**src/rtl/cpu_pkg.sv**
```systemverilog
// Shared widths, bus layouts and opcode bit indices for the LoongArch pipeline.
// Field offsets are carried by the packed struct layouts (first member = MSB).
package cpu_pkg;

  localparam int DS_TO_ES_BUS_W  = 155;
  localparam int ES_TO_MS_BUS_W  = 78;
  localparam int ES_RF_COLLECT_W = 39;
  localparam int MEM_INST_BUS_W  = 8;
  localparam int DIV_STEPS       = 32;

  // alu_op bit indices
  localparam int OP_ADD     = 0;
  localparam int OP_SUB     = 1;
  localparam int OP_SLT     = 2;
  localparam int OP_SLTU    = 3;
  localparam int OP_AND     = 4;
  localparam int OP_NOR     = 5;
  localparam int OP_OR      = 6;
  localparam int OP_XOR     = 7;
  localparam int OP_SLL     = 8;
  localparam int OP_SRL     = 9;
  localparam int OP_SRA     = 10;
  localparam int OP_LU12I   = 11;
  localparam int OP_MOD_WU  = 12;
  localparam int OP_DIV_WU  = 13;
  localparam int OP_MOD_W   = 14;
  localparam int OP_DIV_W   = 15;
  localparam int OP_MULH_WU = 16;
  localparam int OP_MULH_W  = 17;
  localparam int OP_MUL_W   = 18;

  // mem_inst_bus bit indices; loads occupy [MI_LD_W:MI_LD_BU]
  localparam int MI_ST_B  = 0;
  localparam int MI_ST_H  = 1;
  localparam int MI_ST_W  = 2;
  localparam int MI_LD_BU = 3;
  localparam int MI_LD_W  = 7;

  typedef struct packed {
    logic [18:0] alu_op;
    logic        res_from_mem;
    logic [31:0] src1;
    logic [31:0] src2;
    logic        st_en;
    logic        rf_we;
    logic [4:0]  waddr;
    logic [31:0] rkd;
    logic [31:0] pc;
  } ds_bus_t;

  typedef struct packed {
    logic [4:0]  ld;
    logic [1:0]  addr_lo;
    logic        res_from_mem;
    logic        rf_we;
    logic [4:0]  waddr;
    logic [31:0] result;
    logic [31:0] pc;
  } es_to_ms_bus_t;

  typedef struct packed {
    logic        not_ready;
    logic        we;
    logic [4:0]  waddr;
    logic [31:0] result;
  } rf_collect_t;

endpackage

```
**src/rtl/exe_stage_div_iter.sv**
```systemverilog
// Radix-2 restoring divider on operand magnitudes; signs are applied on the way out.
// done rises DIV_STEPS cycles after start and holds until the next start.
module div_iter
  import cpu_pkg::*;
(
  input  logic        clk,
  input  logic        reset,
  input  logic        start,
  input  logic        is_signed,
  input  logic [31:0] x,
  input  logic [31:0] y,
  output logic        done,
  output logic [31:0] q,
  output logic [31:0] r
);

  logic        busy, neg_q, neg_r;
  logic [4:0]  cnt;
  logic [31:0] divisor, quo, rem, diff, x_abs, y_abs;
  logic [32:0] shifted;
  logic        fits;

  assign x_abs   = (is_signed && x[31]) ? (~x + 32'd1) : x;
  assign y_abs   = (is_signed && y[31]) ? (~y + 32'd1) : y;
  assign shifted = {rem, quo[31]};
  assign fits    = shifted >= {1'b0, divisor};
  assign diff    = shifted[31:0] - divisor;

  // NOTE: sequential state uses non-blocking assignments so every register samples pre-edge values.
  always_ff @(posedge clk or posedge reset) begin
    if (reset) begin
      busy    <= 1'b0;
      done    <= 1'b0;
      cnt     <= '0;
      divisor <= '0;
      quo     <= '0;
      rem     <= '0;
      neg_q   <= 1'b0;
      neg_r   <= 1'b0;
    end else if (start) begin
      busy    <= 1'b1;
      done    <= 1'b0;
      cnt     <= '0;
      divisor <= y_abs;
      quo     <= x_abs;
      rem     <= '0;
      neg_q   <= is_signed & (x[31] ^ y[31]);
      neg_r   <= is_signed & x[31];
    end else if (busy) begin
      cnt <= cnt + 5'd1;
      rem <= fits ? diff : shifted[31:0];
      quo <= {quo[30:0], fits};
      if (cnt == 5'(DIV_STEPS - 1)) begin
        busy <= 1'b0;
        done <= 1'b1;
      end
    end
  end

  assign q = neg_q ? (~quo + 32'd1) : quo;
  assign r = neg_r ? (~rem + 32'd1) : rem;

endmodule

```
**src/rtl/exe_stage.sv**
```systemverilog
// Execute stage: ALU, single-cycle multiply, iterative divide, data-SRAM request
// and destination forwarding to decode, under valid/allowin handshaking.
module exe_stage
  import cpu_pkg::*;
(
  input  logic                       clk,
  input  logic                       reset,
  input  logic                       ds_to_es_valid,
  output logic                       es_allowin,
  input  logic [DS_TO_ES_BUS_W-1:0]  ds_to_es_bus,
  input  logic [MEM_INST_BUS_W-1:0]  mem_inst_bus,
  input  logic                       ms_allowin,
  output logic                       es_to_ms_valid,
  output logic [ES_TO_MS_BUS_W-1:0]  es_to_ms_bus,
  output logic [ES_RF_COLLECT_W-1:0] es_rf_collect,
  output logic                       data_sram_en,
  output logic [3:0]                 data_sram_we,
  output logic [31:0]                data_sram_addr,
  output logic [31:0]                data_sram_wdata
);

  ds_bus_t                   ds;
  logic [MEM_INST_BUS_W-1:0] mi;
  logic        es_valid, es_ready_go, es_leave;
  logic        div_started, div_start, div_done_raw, div_done;
  logic        is_div, is_mul, div_signed, div_rem, mul_signed;
  logic [11:0] op;
  logic [31:0] src1, src2, sum, sra_res, alu_result, mul_result, div_q, div_r, result;
  logic signed [31:0] src1_s;
  logic signed [32:0] mul_a, mul_b;
  logic signed [63:0] product;
  logic [3:0]  store_strb;
  es_to_ms_bus_t ms_bus;
  rf_collect_t   rf_bus;

  assign es_leave       = es_valid & es_ready_go & ms_allowin;
  assign es_allowin     = ~es_valid | es_ready_go & ms_allowin;
  assign es_to_ms_valid = es_valid & es_ready_go;

  always_ff @(posedge clk or posedge reset) begin
    if (reset)           es_valid <= 1'b0;
    else if (es_allowin) es_valid <= ds_to_es_valid;
  end

  // NOTE: the bus register is a datapath register but is still reset, so forwarded fields read zero from cold.
  always_ff @(posedge clk or posedge reset) begin
    if (reset) begin
      ds <= '0;
      mi <= '0;
    end else if (ds_to_es_valid & es_allowin) begin
      ds <= ds_bus_t'(ds_to_es_bus);
      mi <= mem_inst_bus;
    end
  end

  assign op      = ds.alu_op[11:0];
  assign src1    = ds.src1;
  assign src2    = ds.src2;
  assign src1_s  = ds.src1;
  assign sum     = src1 + src2;
  assign sra_res = src1_s >>> src2[4:0];

  assign alu_result = ({32{op[OP_ADD]}}   & sum)
                    | ({32{op[OP_SUB]}}   & (src1 - src2))
                    | ({32{op[OP_SLT]}}   & {31'd0, $signed(src1) < $signed(src2)})
                    | ({32{op[OP_SLTU]}}  & {31'd0, src1 < src2})
                    | ({32{op[OP_AND]}}   & (src1 & src2))
                    | ({32{op[OP_NOR]}}   & ~(src1 | src2))
                    | ({32{op[OP_OR]}}    & (src1 | src2))
                    | ({32{op[OP_XOR]}}   & (src1 ^ src2))
                    | ({32{op[OP_SLL]}}   & (src1 << src2[4:0]))
                    | ({32{op[OP_SRL]}}   & (src1 >> src2[4:0]))
                    | ({32{op[OP_SRA]}}   & sra_res)
                    | ({32{op[OP_LU12I]}} & src2);

  // One 33x33 signed multiplier serves both signed and unsigned high halves.
  assign is_mul     = |ds.alu_op[OP_MUL_W:OP_MULH_WU];
  assign mul_signed = ~ds.alu_op[OP_MULH_WU];
  assign mul_a      = {mul_signed & src1[31], src1};
  assign mul_b      = {mul_signed & src2[31], src2};
  assign product    = 64'(mul_a) * 64'(mul_b);
  assign mul_result = ds.alu_op[OP_MUL_W] ? product[31:0] : product[63:32];

  assign is_div     = |ds.alu_op[OP_DIV_W:OP_MOD_WU];
  assign div_signed = ds.alu_op[OP_DIV_W] | ds.alu_op[OP_MOD_W];
  assign div_rem    = ds.alu_op[OP_MOD_W] | ds.alu_op[OP_MOD_WU];
  assign div_start  = es_valid & is_div & ~div_started;
  // The divider's done flag outlives the instruction; only trust it while this one owns it.
  assign div_done   = div_done_raw & div_started;

  always_ff @(posedge clk or posedge reset) begin
    if (reset)          div_started <= 1'b0;
    else if (es_leave)  div_started <= 1'b0;
    else if (div_start) div_started <= 1'b1;
  end

  div_iter u_div (
    .clk       (clk),
    .reset     (reset),
    .start     (div_start),
    .is_signed (div_signed),
    .x         (src1),
    .y         (src2),
    .done      (div_done_raw),
    .q         (div_q),
    .r         (div_r)
  );

  assign es_ready_go = ~is_div | div_done;
  assign result      = is_div ? (div_rem ? div_r : div_q)
                     : is_mul ? mul_result : alu_result;

  // NOTE: every always_comb output gets a default first so no path leaves it unassigned (no latch).
  always_comb begin
    store_strb = 4'b0000;
    if (mi[MI_ST_W])      store_strb = 4'b1111;
    else if (mi[MI_ST_H]) store_strb = sum[1] ? 4'b1100 : 4'b0011;
    else if (mi[MI_ST_B]) store_strb = 4'b0001 << sum[1:0];
  end

  assign data_sram_en    = es_valid & (ds.res_from_mem | ds.st_en) & ms_allowin;
  assign data_sram_we    = (ds.st_en & es_valid & ms_allowin) ? store_strb : 4'b0000;
  assign data_sram_addr  = sum;
  assign data_sram_wdata = mi[MI_ST_B] ? {4{ds.rkd[7:0]}}
                         : mi[MI_ST_H] ? {2{ds.rkd[15:0]}} : ds.rkd;

  assign ms_bus.ld           = mi[MI_LD_W:MI_LD_BU];
  assign ms_bus.addr_lo      = sum[1:0];
  assign ms_bus.res_from_mem = ds.res_from_mem;
  assign ms_bus.rf_we        = ds.rf_we;
  assign ms_bus.waddr        = ds.waddr;
  assign ms_bus.result       = result;
  assign ms_bus.pc           = ds.pc;
  assign es_to_ms_bus        = ms_bus;

  assign rf_bus.not_ready = es_valid & (ds.res_from_mem | is_div & ~div_done);
  assign rf_bus.we        = ds.rf_we & es_valid;
  assign rf_bus.waddr     = ds.waddr;
  assign rf_bus.result    = result;
  assign es_rf_collect    = rf_bus;

endmodule

```
**config.mk**
```make
export PLATFORM = sky130hd
export DESIGN_NAME = exe_stage
export DESIGN_NICKNAME = d
export VERILOG_FILES = /design/src/rtl/cpu_pkg.sv /design/src/rtl/exe_stage_div_iter.sv /design/src/rtl/exe_stage.sv
export SDC_FILE = /design/constraint.sdc
export NUM_CORES = 2
export LEC_CHECK = 0
export CAP_MARGIN = 20
export CORE_MARGIN = 4
export CORE_UTILIZATION = 50
export CTS_CLUSTER_DIAMETER = 60
export DETAILED_ROUTE_END_ITERATION = 6
export MAX_ROUTING_LAYER = met4
export PLACE_DENSITY = 0.76
export SLEW_MARGIN = 10
export SYNTH_ARGS = -nofsm -noshare
export SYNTH_HDL_FRONTEND = slang
export SYNTH_HIERARCHICAL = 1
export SYNTH_SLANG_ARGS = --single-unit
export TNS_END_PERCENT = 30
```
**constraint.sdc**
```tcl
create_clock -name clk -period 13.37 [get_ports clk]
set_clock_uncertainty 0.15 [all_clocks]
set_input_delay 1.337 -clock clk [delete_from_list [all_inputs] [get_ports clk]]
set_output_delay 1.337 -clock clk [all_outputs]
set_load 0.02 [all_outputs]
```
==> metrics.log <==
[metrics] RSZ-0062 raised after global routing: no
[metrics] share of Yosys cell area claimed by the top area cell type: ~36%
[metrics] top post-synthesis cells by count: sky130_fd_sc_hd__inv_1, sky130_fd_sc_hd__fa_1, sky130_fd_sc_hd__nand2_1, sky130_fd_sc_hd__nor2_1, sky130_fd_sc_hd__ha_1
[metrics] part of the cycle the worst path needs: 97.7%
[metrics] Hold WC Path Type: register to register
[metrics] number of buffers added on ports: 354
[metrics] cell count of the worst hold path: 1
[metrics] status: finished with violations
[metrics] Core ar.: 0.124 mm^2
[metrics] Starting Density: ~50%
[metrics] M3 GR Usage: 13.5%
[metrics] Antenna Nets Post-Route: 0
[metrics] floorplan die area: 0.132 mm^2
[metrics] Clock transition at path regs: 0.06 ns
[metrics] synth warn: 6
[metrics] final hold violations: 0
[metrics] share of cells above drive strength 1: under 10%
[metrics] failing checks: design-rule violations
[metrics] footprint of the multi-input gates: around 0.049 mm^2
[metrics] most numerous cell on the critical path: sky130_fd_sc_hd__fa_1
[metrics] CTS H-Tree Depth: 2
[metrics] TritonCTS clock tree: yes
[metrics] die boundary width: 363 um
[metrics] fill cell total of the finished layout: 11100
[metrics] shortest clock period the worst path allows after layout: approximately 13 ns
[metrics] Final setup viols: 0
[metrics] average vias per placed instance: 6.25
[metrics] global placement routability congestion: 1.07
[metrics] accumulated negative setup slack: 0 ns
[metrics] relative area change from synthesis to final layout: 9.72%
[metrics] # clock sinks: 270
[metrics] grt ovf: 0
[metrics] worst relative slew slack: 8.00%
[metrics] largest net degree at the start of global routing: roughly 110
[metrics] clock network latency to the later pin of the worst-skew pair: about 0.66 ns
[metrics] cell taking the most area after synthesis: sky130_fd_sc_hd__fa_1
[metrics] count of unique library cells instantiated by Yosys: 99
[metrics] number of buffers between clock root and the deepest sink: 3
[metrics] share of flip-flops with an asynchronous set or reset: 100%
[metrics] post-synthesis instance area: ~0.063 mm^2
[metrics] Ports: between 300 and 400
[metrics] number of buffers added for setup after CTS: 0
[metrics] most used flip-flop cell after synthesis: sky130_fd_sc_hd__dfrtp_1
[metrics] cell with the largest stage delay on the worst path: sky130_fd_sc_hd__clkdlybuf4s50_1
[metrics] endpoint kind of the worst setup timing path: output port
[metrics] WP data required: 11.88 ns
[metrics] half-perimeter wire length after detailed placement: 207000 um
[metrics] height of the chip: 363 um
[metrics] hold buffer count at CTS: 0
[metrics] number of clock buffers inserted by TritonCTS: 43
[metrics] post-CTS sizing: 0
[metrics] number of flops mapped to enable cells by yosys: 0
[metrics] critical path launch point type: register
[metrics] syn_nets: 8978
[metrics] post-layout net count: around 9000
[metrics] number of search-and-repair iterations in the first detailed-routing pass: 7
[metrics] initial antenna violation count: 19
[metrics] remaining routing DRC violations: 9
[metrics] Routed Wire Length: 268000 um
[metrics] via count of the routed design: ~57000
[metrics] Post-Synthesis Mean Instance Area: 8.59 um^2
[metrics] GRT busiest layer: met2
[metrics] Max Cap Viol: 0
[metrics] global routing usage on met1: 51.6%
[metrics] total routing usage reported by global routing: about two fifths
[metrics] sequential cell area fraction in the yosys report: a little over a tenth
[metrics] count of state elements after synthesis: 270
[metrics] met2 global-route usage: 59.6%
[metrics] type of the setup path with the least slack: register to output port
[metrics] number of pins with negative max-slew slack in the final report: 0
[metrics] row count: 129
[metrics] pin slew with the least headroom to its limit: 1.38 ns
[metrics] worst path arrival time: 11.58 ns
[metrics] global-route wire length before repair: 392000 um
[metrics] maximum fanout along the worst path: 18
[metrics] First DRT Iteration DRCs: between 7000 and 8000
[metrics] count of mapped cells out of synthesis: 7336
[metrics] via count of the first global-routing pass: 58500
[metrics] largest cells by area after synthesis: sky130_fd_sc_hd__fa_1, sky130_fd_sc_hd__dfrtp_1, sky130_fd_sc_hd__inv_1
[metrics] area taken by flip-flops and latches: 0.00678 mm^2
[metrics] Worst path max stage delay: 0.74 ns
[metrics] path depth of the worst reg2reg path: 10
[metrics] dominant cell by count in the synthesized netlist: sky130_fd_sc_hd__inv_1
[metrics] average wire per cell in the routed design: between 20 and 30 um
[metrics] peak clock frequency supported by timing: 0.0766 GHz
[metrics] CTS root buf: sky130_fd_sc_hd__clkbuf_16
[layer usage]
| layer | vias up | wire length, um |
|---|---|---|
| met4 | 0 | 21700 |
| met3 | 1066 | 37000 |
| met5 | - | 0 |
| met2 | 4012 | 112000 |
| met1 | 28300 | 96500 |
| li1 | 23200 | - |
[sequential cells by signal, summed over array words and instances, names as in the netlist, 5 cells and up]
register	cells
ds	52
es_rf_collect	5
es_to_ms_bus	34
mi	8
src1	32
src2	32
u_div/cnt	5
u_div/divisor	32
u_div/quo	32
u_div/rem	32
[cells by family (layout without fill, tap and decap cells)]
family	count (synthesis)	after routing	share of synthesized area, %
other cells	0	14	0
xor+xnor	264	264	3.67
compound gates	1101	1101	11.5
buf+inv	1848	1925	11.7
mux	294	294	5.96
fa+ha+maj	1475	1475	42.7
simple gates	2084	2084	13.7
flops	270	270	10.7
[cell usage in the layout (no fill, tap or decap), types with 15 or more instances in the layout]
| cell | n |
|---|---|
| sky130_fd_sc_hd__o21a_1 | 16 |
| sky130_fd_sc_hd__nor4_1 | 15 |
| sky130_fd_sc_hd__clkinv_1 | 20 |
| sky130_fd_sc_hd__o21ai_0 | 295 |
| sky130_fd_sc_hd__a21oi_1 | 256 |
| sky130_fd_sc_hd__o31ai_1 | 38 |
| sky130_fd_sc_hd__nor2_1 | 602 |
| sky130_fd_sc_hd__o21bai_1 | 26 |
| sky130_fd_sc_hd__inv_1 | 1284 |
| sky130_fd_sc_hd__a31oi_1 | 40 |
| sky130_fd_sc_hd__mux4_2 | 53 |
| sky130_fd_sc_hd__a21o_1 | 75 |
| sky130_fd_sc_hd__a311oi_1 | 32 |
| sky130_fd_sc_hd__mux2i_1 | 123 |
| sky130_fd_sc_hd__nand3_1 | 75 |
| sky130_fd_sc_hd__nor3_1 | 81 |
| sky130_fd_sc_hd__or3_1 | 23 |
| sky130_fd_sc_hd__fa_1 | 1128 |
| sky130_fd_sc_hd__clkbuf_16 | 43 |
| sky130_fd_sc_hd__o211ai_1 | 30 |
| sky130_fd_sc_hd__and3_1 | 19 |
| sky130_fd_sc_hd__nand4_1 | 39 |
| sky130_fd_sc_hd__ha_1 | 347 |
| sky130_fd_sc_hd__a211oi_1 | 48 |
| sky130_fd_sc_hd__mux2_2 | 117 |
| sky130_fd_sc_hd__xor2_1 | 64 |
| sky130_fd_sc_hd__a22oi_1 | 18 |
| sky130_fd_sc_hd__dfrtp_1 | 262 |
| sky130_fd_sc_hd__a222oi_1 | 28 |
| sky130_fd_sc_hd__and2_1 | 18 |
| sky130_fd_sc_hd__nor2b_1 | 24 |
| sky130_fd_sc_hd__nand2b_1 | 26 |
| sky130_fd_sc_hd__buf_4 | 178 |
| sky130_fd_sc_hd__nand2_1 | 1107 |
| sky130_fd_sc_hd__clkdlybuf4s50_1 | 354 |
| sky130_fd_sc_hd__a221oi_1 | 40 |
| sky130_fd_sc_hd__xnor2_1 | 200 |
[stage by stage]
stage | instances | hold slack [ns] | cell area, um^2 | util [%] | worst slack, ns
after global placement | 8967 | 0.335 | 67500 | 54.3 | 1.09
final | 9064 | 0.353 | 69100 | 55.5 | 0.308
after floorplan | 7336 | 0.313 | 63000 | - | 2.51
after detailed placement | 8967 | 0.340 | 67500 | 54.3 | 1.20
after global routing | 9058 | 0.363 | 69100 | 55.5 | 0.250
after CTS | 9047 | 0.357 | 69000 | 55.5 | 0.465
[worst max-delay path, delay by kind of cell (launching register included)]
family | cells | cell delay, ns
buf+inv | 8 | 1.73
flops | 1 | 0.66
simple gates | 5 | 1.58
xor+xnor | 1 | 0.65
compound gates | 5 | 1.82
fa+ha+maj | 9 | 4.47
[worst paths after layout]
kind                             startpoint           endpoint  slack [ns]
hold reg to reg            es_to_ms_bus[16]   es_to_ms_bus[16]        0.35
min in group asynchronous             reset       u_div/quo[3]        1.12
hold / removal             es_to_ms_bus[16]   es_to_ms_bus[16]        0.35
max in group asynchronous             reset           src2[18]       10.48
setup / recovery                    src2[9]  es_rf_collect[14]        0.31
setup reg to reg               u_div/rem[2]      u_div/rem[29]        8.59
[area by class of cell]
type,instances,share of cell area (%)
inverters,1310,7.13
diodes,14,0.0507
clock buffers,50,1.68
well taps,1637,2.96
clock inverters,30,0.487
multi-input cells,5218,70.7
repair buffers,535,7.15
flip-flops and latches,270,9.80
Power is not shown: default switching activity piles up to over one toggle a cycle in this logic, so the estimate is an artifact.
